--- src/rtl/mem_readback_streamer_pkg.sv ---
// mem_rb_pkg: shared FSM state type and checksum width for the readback streamer
package mem_rb_pkg;
    typedef enum logic [1:0] {IDLE, SCAN, DRAIN, FIN} state_t;
    localparam int CHECKSUM_W = 32;
endpackage

--- src/rtl/mem_readback_streamer_if.sv ---
// mem_readback_streamer_if: RAM read port plus valid/ready output stream
interface mem_readback_streamer_if #(
    parameter int WID_MEM = 18,
    parameter int ADDR_W  = 12
);
    logic [ADDR_W-1:0]  raddr;
    logic [WID_MEM-1:0] rdata;
    logic [WID_MEM-1:0] m_data;
    logic               m_valid;
    logic               m_ready;
    logic               m_last;
    modport master (output raddr, m_data, m_valid, m_last, input rdata, m_ready);
    modport slave  (input raddr, m_data, m_valid, m_last, output rdata, m_ready);
endinterface

--- src/rtl/mem_readback_streamer_fifo.sv ---
// rb_fifo: small synchronous first-word-fall-through FIFO; output reads zero when empty
module rb_fifo #(
    parameter int W     = 19,
    parameter int DEPTH = 4
) (
    input  logic                       clk,
    input  logic                       rst,
    input  logic                       push,
    input  logic [W-1:0]               din,
    input  logic                       pop,
    output logic [W-1:0]               dout,
    output logic                       valid,
    output logic [$clog2(DEPTH+1)-1:0] count
);
    localparam int CW = $clog2(DEPTH + 1);
    localparam int PW = $clog2(DEPTH);
    logic [W-1:0]  mem [DEPTH];
    logic [PW-1:0] wr, rd;
    logic          pop_ok, push_ok;
    assign valid   = count != '0;
    assign dout    = valid ? mem[rd] : '0;
    assign pop_ok  = pop && valid;
    assign push_ok = push && (count < CW'(DEPTH) || pop_ok);
    // storage write; contents need no reset because the output is masked when empty
    always_ff @(posedge clk) begin
        if (push_ok) mem[wr] <= din;
    end
    // pointers and occupancy
    always_ff @(posedge clk) begin
        if (rst) begin
            wr    <= '0;
            rd    <= '0;
            count <= '0;
        end else begin
            if (push_ok) wr <= wr + PW'(1);
            if (pop_ok) rd <= rd + PW'(1);
            count <= count + CW'(push_ok) - CW'(pop_ok);
        end
    end
endmodule

--- src/rtl/mem_readback_streamer.sv ---
// mem_readback_streamer: sweeps a registered-read RAM and streams every word with a running checksum
module mem_readback_streamer
    import mem_rb_pkg::*;
#(
    parameter int WID_MEM    = 18,
    parameter int DEPTH_MEM  = 4096,
    parameter int ADDR_W     = 12,
    parameter int FIFO_DEPTH = 4
) (
    input  logic                  clk,
    input  logic                  reset,
    input  logic                  start,
    output logic                  busy,
    output logic                  done,
    output logic [CHECKSUM_W-1:0] checksum,
    mem_readback_streamer_if.master bus
);
    localparam int CW = $clog2(FIFO_DEPTH + 1);
    localparam int SW = CW + 1;
    localparam logic [ADDR_W-1:0] LAST = ADDR_W'(DEPTH_MEM - 1);
    state_t            state, state_nx;
    logic [ADDR_W-1:0] ptr;
    logic              v1, v2, l1, l2;
    logic [CW-1:0]     fifo_count;
    logic [WID_MEM:0]  head;
    logic [SW-1:0]     need, have;
    logic              kick, issue, pop;
    assign kick  = state == IDLE && start;
    assign pop   = bus.m_valid && bus.m_ready;
    // a slot is claimed for every read in the RAM pipeline, so the FIFO can never overflow
    assign need  = SW'(fifo_count) + SW'(v1) + SW'(v2) + SW'(1);
    assign have  = SW'(FIFO_DEPTH) + SW'(pop);
    assign issue = state == SCAN && need <= have;
    assign bus.m_last = head[WID_MEM];
    assign bus.m_data = head[WID_MEM-1:0];
    // state register
    always_ff @(posedge clk) begin
        state <= reset ? IDLE : state_nx;
    end
    // next state and status outputs; DRAIN exits as soon as the final pop empties the buffer
    always_comb begin
        state_nx = state;
        busy     = state == SCAN || state == DRAIN;
        done     = state == FIN;
        case (state)
            IDLE:    if (start) state_nx = DEPTH_MEM == 1 ? DRAIN : SCAN;
            SCAN:    if (issue && ptr == LAST) state_nx = DRAIN;
            DRAIN:   if (!v1 && !v2 && (fifo_count == '0 || (fifo_count == CW'(1) && pop))) state_nx = FIN;
            default: state_nx = IDLE;
        endcase
    end
    // read issue: the accepting start edge already presents address 0, then one address per issue
    always_ff @(posedge clk) begin
        if (reset) begin
            ptr   <= '0;
            bus.raddr <= '0;
            v1    <= 1'b0;
            v2    <= 1'b0;
            l1    <= 1'b0;
            l2    <= 1'b0;
        end else begin
            v2 <= v1;
            l2 <= l1;
            v1 <= kick || issue;
            l1 <= kick ? DEPTH_MEM == 1 : issue && ptr == LAST;
            if (kick) begin
                bus.raddr <= '0;
                ptr       <= ADDR_W'(1);
            end else if (issue) begin
                bus.raddr <= ptr;
                ptr       <= ptr + ADDR_W'(1);
            end
        end
    end
    // checksum of transferred words, cleared when a sweep starts and held afterwards
    always_ff @(posedge clk) begin
        if (reset || kick) checksum <= '0;
        else if (pop) checksum <= checksum + CHECKSUM_W'(bus.m_data);
    end
    rb_fifo #(.W(WID_MEM + 1), .DEPTH(FIFO_DEPTH)) u_fifo (
        .clk   (clk),
        .rst   (reset || kick),
        .push  (v2),
        .din   ({l2, bus.rdata}),
        .pop   (pop),
        .dout  (head),
        .valid (bus.m_valid),
        .count (fifo_count)
    );
endmodule

--- src/flat_wrapper.sv ---
// flat-port wrapper written by rule: the top's interface ports become plain ports
module mem_readback_streamer_flat import mem_rb_pkg::*;
#(
    parameter int WID_MEM    = 18,
    parameter int DEPTH_MEM  = 4096,
    parameter int ADDR_W     = 12,
    parameter int FIFO_DEPTH = 4
)
  (clk, reset, start, busy, done, checksum, bus_raddr, bus_m_data, bus_m_valid, bus_m_last, bus_rdata, bus_m_ready);
  mem_readback_streamer_if #(.WID_MEM(WID_MEM), .ADDR_W(ADDR_W)) bus_i ();
  input  logic clk;
  input  logic reset;
  input  logic start;
  output logic busy;
  output logic done;
  output logic [CHECKSUM_W-1:0] checksum;
  output wire logic [$bits(bus_i.raddr)-1:0] bus_raddr;
  output wire logic [$bits(bus_i.m_data)-1:0] bus_m_data;
  output wire logic [$bits(bus_i.m_valid)-1:0] bus_m_valid;
  output wire logic [$bits(bus_i.m_last)-1:0] bus_m_last;
  input wire logic [$bits(bus_i.rdata)-1:0] bus_rdata;
  input wire logic [$bits(bus_i.m_ready)-1:0] bus_m_ready;
  assign bus_raddr = bus_i.raddr;
  assign bus_m_data = bus_i.m_data;
  assign bus_m_valid = bus_i.m_valid;
  assign bus_m_last = bus_i.m_last;
  assign bus_i.rdata = bus_rdata;
  assign bus_i.m_ready = bus_m_ready;
  mem_readback_streamer #(.WID_MEM(WID_MEM), .DEPTH_MEM(DEPTH_MEM), .ADDR_W(ADDR_W), .FIFO_DEPTH(FIFO_DEPTH)) u_core (.clk(clk), .reset(reset), .start(start), .busy(busy), .done(done), .checksum(checksum), .bus(bus_i));
endmodule
--- config.mk ---
export PLATFORM = sky130hd
export DESIGN_NAME = mem_readback_streamer_flat
export DESIGN_NICKNAME = d
export VERILOG_FILES = /design/src/rtl/mem_readback_streamer_pkg.sv /design/src/rtl/mem_readback_streamer_if.sv /design/src/rtl/mem_readback_streamer_fifo.sv /design/src/rtl/mem_readback_streamer.sv /design/src/flat_wrapper.sv
export SDC_FILE = /design/constraint.sdc
export NUM_CORES = 1
export LEC_CHECK = 0
export ABC_AREA = 1
export CORE_UTILIZATION = 45
export CTS_BUF_LIST = sky130_fd_sc_hd__clkbuf_2 sky130_fd_sc_hd__clkbuf_4 sky130_fd_sc_hd__clkbuf_8
export CTS_CLUSTER_SIZE = 12
export DETAILED_ROUTE_END_ITERATION = 7
export PLACE_DENSITY_LB_ADDON = 0.25
export SYNTH_ARGS = -nofsm -noshare
export SYNTH_HDL_FRONTEND = slang
export SYNTH_SLANG_ARGS = --single-unit
--- constraint.sdc ---
create_clock -name clk -period 4.5 [get_ports clk]
set_input_delay 0.9 -clock clk [delete_from_list [all_inputs] [get_ports clk]]
set_output_delay 0.9 -clock clk [all_outputs]
set_load 0.03 [all_outputs]
# ---- Word-level counts from Yosys, hierarchy flattened
# Memory sizes are Yosys's and may differ from the RTL's. A register that Yosys moved wholly into a read port is not among the register bits.
# Cells that the tools add are included.
dict set report op_classes {
  n_lt_le_gt_ge 2
  add_sub_neg 10
  mux 11
  reduce_logical 22
  eq_ne 8
}
# cell count
set ops {}
lappend ops {{$add A32 B18 Y32} 1}
lappend ops {{$mux W19} 1}
lappend ops {{$add A12 B1 Y12 const B} 1}
lappend ops {{$eq A12 B12 Y1 const B} 1}
lappend ops {{$mux W2} 5}
lappend ops {{$logic_and A1 B1 Y1} 9}
lappend ops {{$ne A2 B2 Y1 const B} 3}
lappend ops {{$pmux W2 S3} 1}
lappend ops {{$logic_or A1 B1 Y1} 5}
lappend ops {{$add A2 B1 Y2 const B} 2}
lappend ops {{$add A3 B1 Y4} 1}
lappend ops {{$add A3 B1 Y4 const A} 1}
lappend ops {{$add A4 B1 Y4} 1}
lappend ops {{$add A4 B1 Y4 const B} 1}
lappend ops {{$eq A2 B2 Y1 const B} 2}
lappend ops {{$le A4 B4 Y1} 1}
lappend ops {{$mux W1} 4}
lappend ops {{$add A3 B1 Y3} 1}
lappend ops {{$eq A3 B1 Y1 const B} 1}
lappend ops {{$logic_not A3 Y1} 1}
lappend ops {{$lt A3 B3 Y1 const B} 1}
lappend ops {{$reduce_and A3 Y1} 1}
lappend ops {{$reduce_bool A3 Y1} 1}
lappend ops {{$sub A3 B1 Y3} 1}
lappend ops {{other kinds (5)} 6}
dict set report word_totals {
  mem_bits_rw 76
  out_inout_bits 66
  memories 1
  regBits 69
}
# memory words width read_ports rd_clocked_by_memory_dff write_ports line_no
set memory_table {}
lappend memory_table {u_core.u_fifo.mem 4 19 1 1 1 mem_readback_streamer_fifo.sv:17} ;# logic [W-1:0] mem [DEPTH];

# ---- Logic depth before layout (Yosys ltp)
dict set report depth {
  ltp_word 8
  ltp_mapped 20
  ltp_nobuf 18
}

# ---- Hierarchy
# From an unflattened synthesis, not the netlist that was laid out.
dict set report unflattened {
  cells_unflattened 1046
  hier_area_um2 7951.4
}
# module area_per_inst_um2 cells_each instances
set by_module_without_submodules {}
lappend by_module_without_submodules {mem_readback_streamer 4236.6 678 1}
lappend by_module_without_submodules {rb_fifo 3714.8 368 1}

# ---- Worst setup path before layout
# Ideal clock, no wire load.
dict set report synth_path {
  kind {reg2reg}
  start {reg u_core.u_fifo.count[2]}
  end {reg u_core.checksum[16]}
  path_buffers 2
  path_stages_with_launch 20
  setup_slack_ps 1370
  synth_period_minus_slack_ps 3130
  t_arrival_ps 3074
  t_required_ps 4444
  path_cell_list {dfxtp_1 > buf_4 > nor2_2 > nand2_4 > clkinv_1 > buf_2 > a21oi_1 > ha_1 > inv_1 > fa_1 > inv_1 > nand3_1 > nand3_2 > nand2_1 > nand2_1 > nand2_1 > a21o_1 > nand3_1 > nand2_1 > inv_1}
}
dict set report synth_via {
  elab_chain_cells 3
}
# element line_no
set synth_rtl {}
lappend synth_rtl {{start, declared} mem_readback_streamer_fifo.sv:13} ;# output logic [$clog2(DEPTH+1)-1:0] count
lappend synth_rtl {{start signal, assigned} mem_readback_streamer_fifo.sv:37} ;# count <= count + CW'(push_ok) - CW'(pop_ok);
lappend synth_rtl {{$reduce_bool A3 Y1} mem_readback_streamer_fifo.sv:20} ;# assign valid = count != '0;
lappend synth_rtl {{via bus_m_valid} flat_wrapper.sv:19} ;# output wire logic [$bits(bus_i.m_valid)-1:0] bus_m_valid;
lappend synth_rtl {{$mux W19} mem_readback_streamer_fifo.sv:21} ;# assign dout = valid ? mem[rd] : '0;
lappend synth_rtl {{via bus_m_data[0]} flat_wrapper.sv:18} ;# output wire logic [$bits(bus_i.m_data)-1:0] bus_m_data;
lappend synth_rtl {{$add A32 B18 Y32} mem_readback_streamer.sv:78} ;# else if (pop) checksum <= checksum + CHECKSUM_W'(bus.m_data);
lappend synth_rtl {{end signal, assigned} mem_readback_streamer.sv:78}
lappend synth_rtl {{end, declared} mem_readback_streamer.sv:15} ;# output logic [CHECKSUM_W-1:0] checksum,
# The timed path passes the listed nets, and every way through them passes these cells.
# A chain may end at the register's enable or synchronous reset.

==> impl_metrics.ini <==
[die]
rows = 47
design.die.area_sq_um = 17400
start_util = 0.459
die_h_um = 132
core_area_sq_um = 16500
dieWidth_um = 132
ioPinCount = 88

[timing]
max_freq_mhz = 248
rsz0062_at_grt = false
max_slew.worst_pin.slew_ns = 1.02
setup_viol = 0
skew_ns = 0.0119
drv_slew = 0
finalHoldViolCount = 0
fin_crit_ns = 4.03
finalCritPeriodShare = 0.896
setup_tns_ns = 0
maxSlewHeadroom = 0.320

[clock_network]
clk_path_buf_depth = 2
insertion_delay_ns = 0.45
root_buffer = clkbuf_8
postCtsSetupBuffers = 0
cts.sinks = 147
cts-buffers-inserted = 17
cts_max_level = 4
holdBufCountCts = 0
path_clk_slew_ns = 0.08
cts_tree = done
cts-resized-gates = 0

[grt]
grt_pass1_wl_um = 29600
first_global_vias = 5880
grt_max_degree = 46
grt_overflow_total = 0
antenna_found_initial = 0
grt.total_usage = 0.218

[power]
p_per_area_nw_per_um2 = 548
pwr-share-seq = 0.335
leakagePower_nw = 3.72
vdd_drop_max_uv = 402
pwr-share-clk = 0.217
switching_share = 0.421
p_switching_w = 0.00209
intPower_w = 0.00288
combPwrFrac = 0.448

[synthesis]
netlist_instances = 934
yosysUniqueCellTypes = 40
synth_area_leaders = edfxtp_1 (30%), dfxtp_1 (19%), nor2_1 (8.7%), nand2_1 (8.1%), ha_1 (5.4%)
async_flop_share = 0
syn-num-nets = 992
syn_area_sq_um = 7580
synth_edf_count = 76
ys_seq_area_frac = 0.489
synthFlopType = edfxtp_1
synth-seq-cells = 147
syn_area_per_cell_sq_um = 8.12
yosysTopAreaCellShare = 0.301
synth_largest_area_cell = edfxtp_1
ys_warn_count = 0

[min_path]
min_from = u_core.bus.raddr[0]
whs_path_depth = 2
hold_path.class = flip-flop to flip-flop
holdPathEnd = u_core.bus.raddr[0]

[routing]
wl_per_cell_um = 14.5
drc = 0
final_antenna_net_count = 0
firstDrtPassIters = 5
vias = 6267
drt_iter0_markers = 471
wl_um = 18200
via_per_inst = 5.00

[flow_run]
drv_cap = 0

[critical_path]
path_max_fanout = 20
worstPathArrival_ns = 3.13
rrSetupSlack_ns = 0.80
start_kind = flip-flop
rr_worst_depth = 18
critPathRequiredTime_ns = 3.60
critPathCaptureType = primary output
critical_path_class = flip-flop to primary output
reg2reg_to = u_core.checksum[16]

[cells_and_area]
drive_gt1_frac = 0.0841
nets = 1080
multi_input_area_sq_um = 3290
fill_cells = 1529
final_util = 0.549
area_growth_syn_to_layout_pct = 19.7
n_antenna_cell = 0
seqCellArea_sq_um = 3700

[run_status]
status = complete, no violations

[place]
hpwl_um = 12600
io_buffer_count = 87
routabilityCongestion = 0.865
[cell usage in the layout (no fill, tap or decap), types with 2 or more instances in the layout]
cell type,count
edfxtp_1,76
inv_2,9
nor2_4,5
o21ai_0,66
nor3_1,6
clkinv_2,3
nand2_1,163
buf_4,9
xnor2_1,2
clkinv_1,3
nor3_2,2
nor2_1,175
a211oi_2,2
nand4_1,7
fa_1,3
nor3b_1,2
nand3_2,8
clkdlybuf4s50_1,87
nand3_1,48
and3_1,2
clkinvlp_4,2
bufinv_16,3
nor2_2,9
a21oi_1,69
nand2_2,7
a21o_1,3
o21ai_1,6
inv_1,109
nand2_4,2
inv_6,3
xor2_1,9
clkbuf_8,18
dfxtp_1,71
ha_1,33
[cells in the mapped netlist, types with 3 or more instances]
cell type,number
clkbuf_1,8
nand3_2,8
a21o_1,3
nand2_1,163
xor2_1,9
nor2_2,8
inv_2,9
buf_2,17
ha_1,33
o21ai_1,6
a21oi_1,69
clkinv_1,3
nor2_4,5
dfxtp_1,71
fa_1,3
nand4_1,7
nand3_1,48
nor3_1,6
inv_1,109
nand2_2,7
nor2_1,176
o21ai_0,66
edfxtp_1,76
[sequential cells by signal, indices dropped and copies added (netlist names), named ones only]
register             cells
u_core.bus.raddr        12
u_core.checksum         32
u_core.l1                1
u_core.l2                1
u_core.ptr              12
u_core.state             2
u_core.u_fifo.count      3
u_core.u_fifo.mem       76
u_core.u_fifo.rd         2
u_core.u_fifo.wr         2
u_core.v1                1
u_core.v2                1
[how the worst max path moves through the flow]
stage                                      to  slack, ns  cells after the start
final                           bus_m_data[3]       0.47                      6
after global routing            bus_m_data[3]       0.19                      6
after CTS                       bus_m_data[2]       0.41                      6
after detailed placement  u_core.checksum[16]       0.81                     18
after global placement    u_core.checksum[16]       0.86                     18
after floorplan           u_core.checksum[16]       1.37                     19
[power groups by stage]
| stage | registers (W) | logic, W | clock network, W |
|---|---|---|---|
| final | 0.00167 | 0.00223 | 0.00108 |
| after global routing | 0.00168 | 0.00246 | 0.00116 |
| after CTS | 0.00167 | 0.00224 | 0.00110 |
| after detailed placement | 0.00170 | 0.00222 | 0 |
| after global placement | 0.00169 | 0.00220 | 0 |
| after floorplan | 0.00180 | 0.00139 | 0 |
[critical path, stage by stage (launching register included)]
cell and delay (ns):
dfxtp_1 0.32, buf_4 0.28, clkinv_1 0.61, nor2_1 0.26
o21ai_0 0.10, a21oi_1 0.34, clkdlybuf4s50_1 0.76
[final cells by class]
class / count / area share
tap: 220 / 0.0303
inverter: 122 / 0.0507
sequential: 147 / 0.408
clock inverter: 12 / 0.0171
clock buffer: 19 / 0.0281
multi-input combinational: 638 / 0.362
timing repair buffer: 96 / 0.103
[kinds of logic after synthesis]
kind of cell    synth area share
fa+ha+maj                 0.0624
flops                      0.489
compound gates             0.105
buf+inv                   0.0779
simple gates               0.253
xor+xnor                  0.0127
[layer usage]
layer / vias to the layer above / track usage / share of wire
li1: 3213 / - / -
met3: 19 / 0.0434 / 0.054
met2: 182 / 0.355 / 0.47
met1: 2853 / 0.287 / 0.46
met5: - / 0 / 0
met4: 0 / 0.0840 / 0.015
[metrics by stage]
| step | hold slack, ns | cell area (sq um) | power [W] | instances | worst slack [ns] |
|---|---|---|---|---|---|
| CTS | 0.470 | 9080 | 0.00500 | 1254 | 0.406 |
| global route | 0.481 | 9080 | 0.00530 | 1254 | 0.193 |
| floorplan | 0.388 | 7580 | 0.00319 | 934 | 1.37 |
| finish | 0.466 | 9080 | 0.00497 | 1254 | 0.469 |
| global placement | 0.454 | 8670 | 0.00389 | 1223 | 0.860 |
| detailed placement | 0.458 | 8670 | 0.00392 | 1223 | 0.814 |
Note: power is estimated with default switching activity, not from simulation.
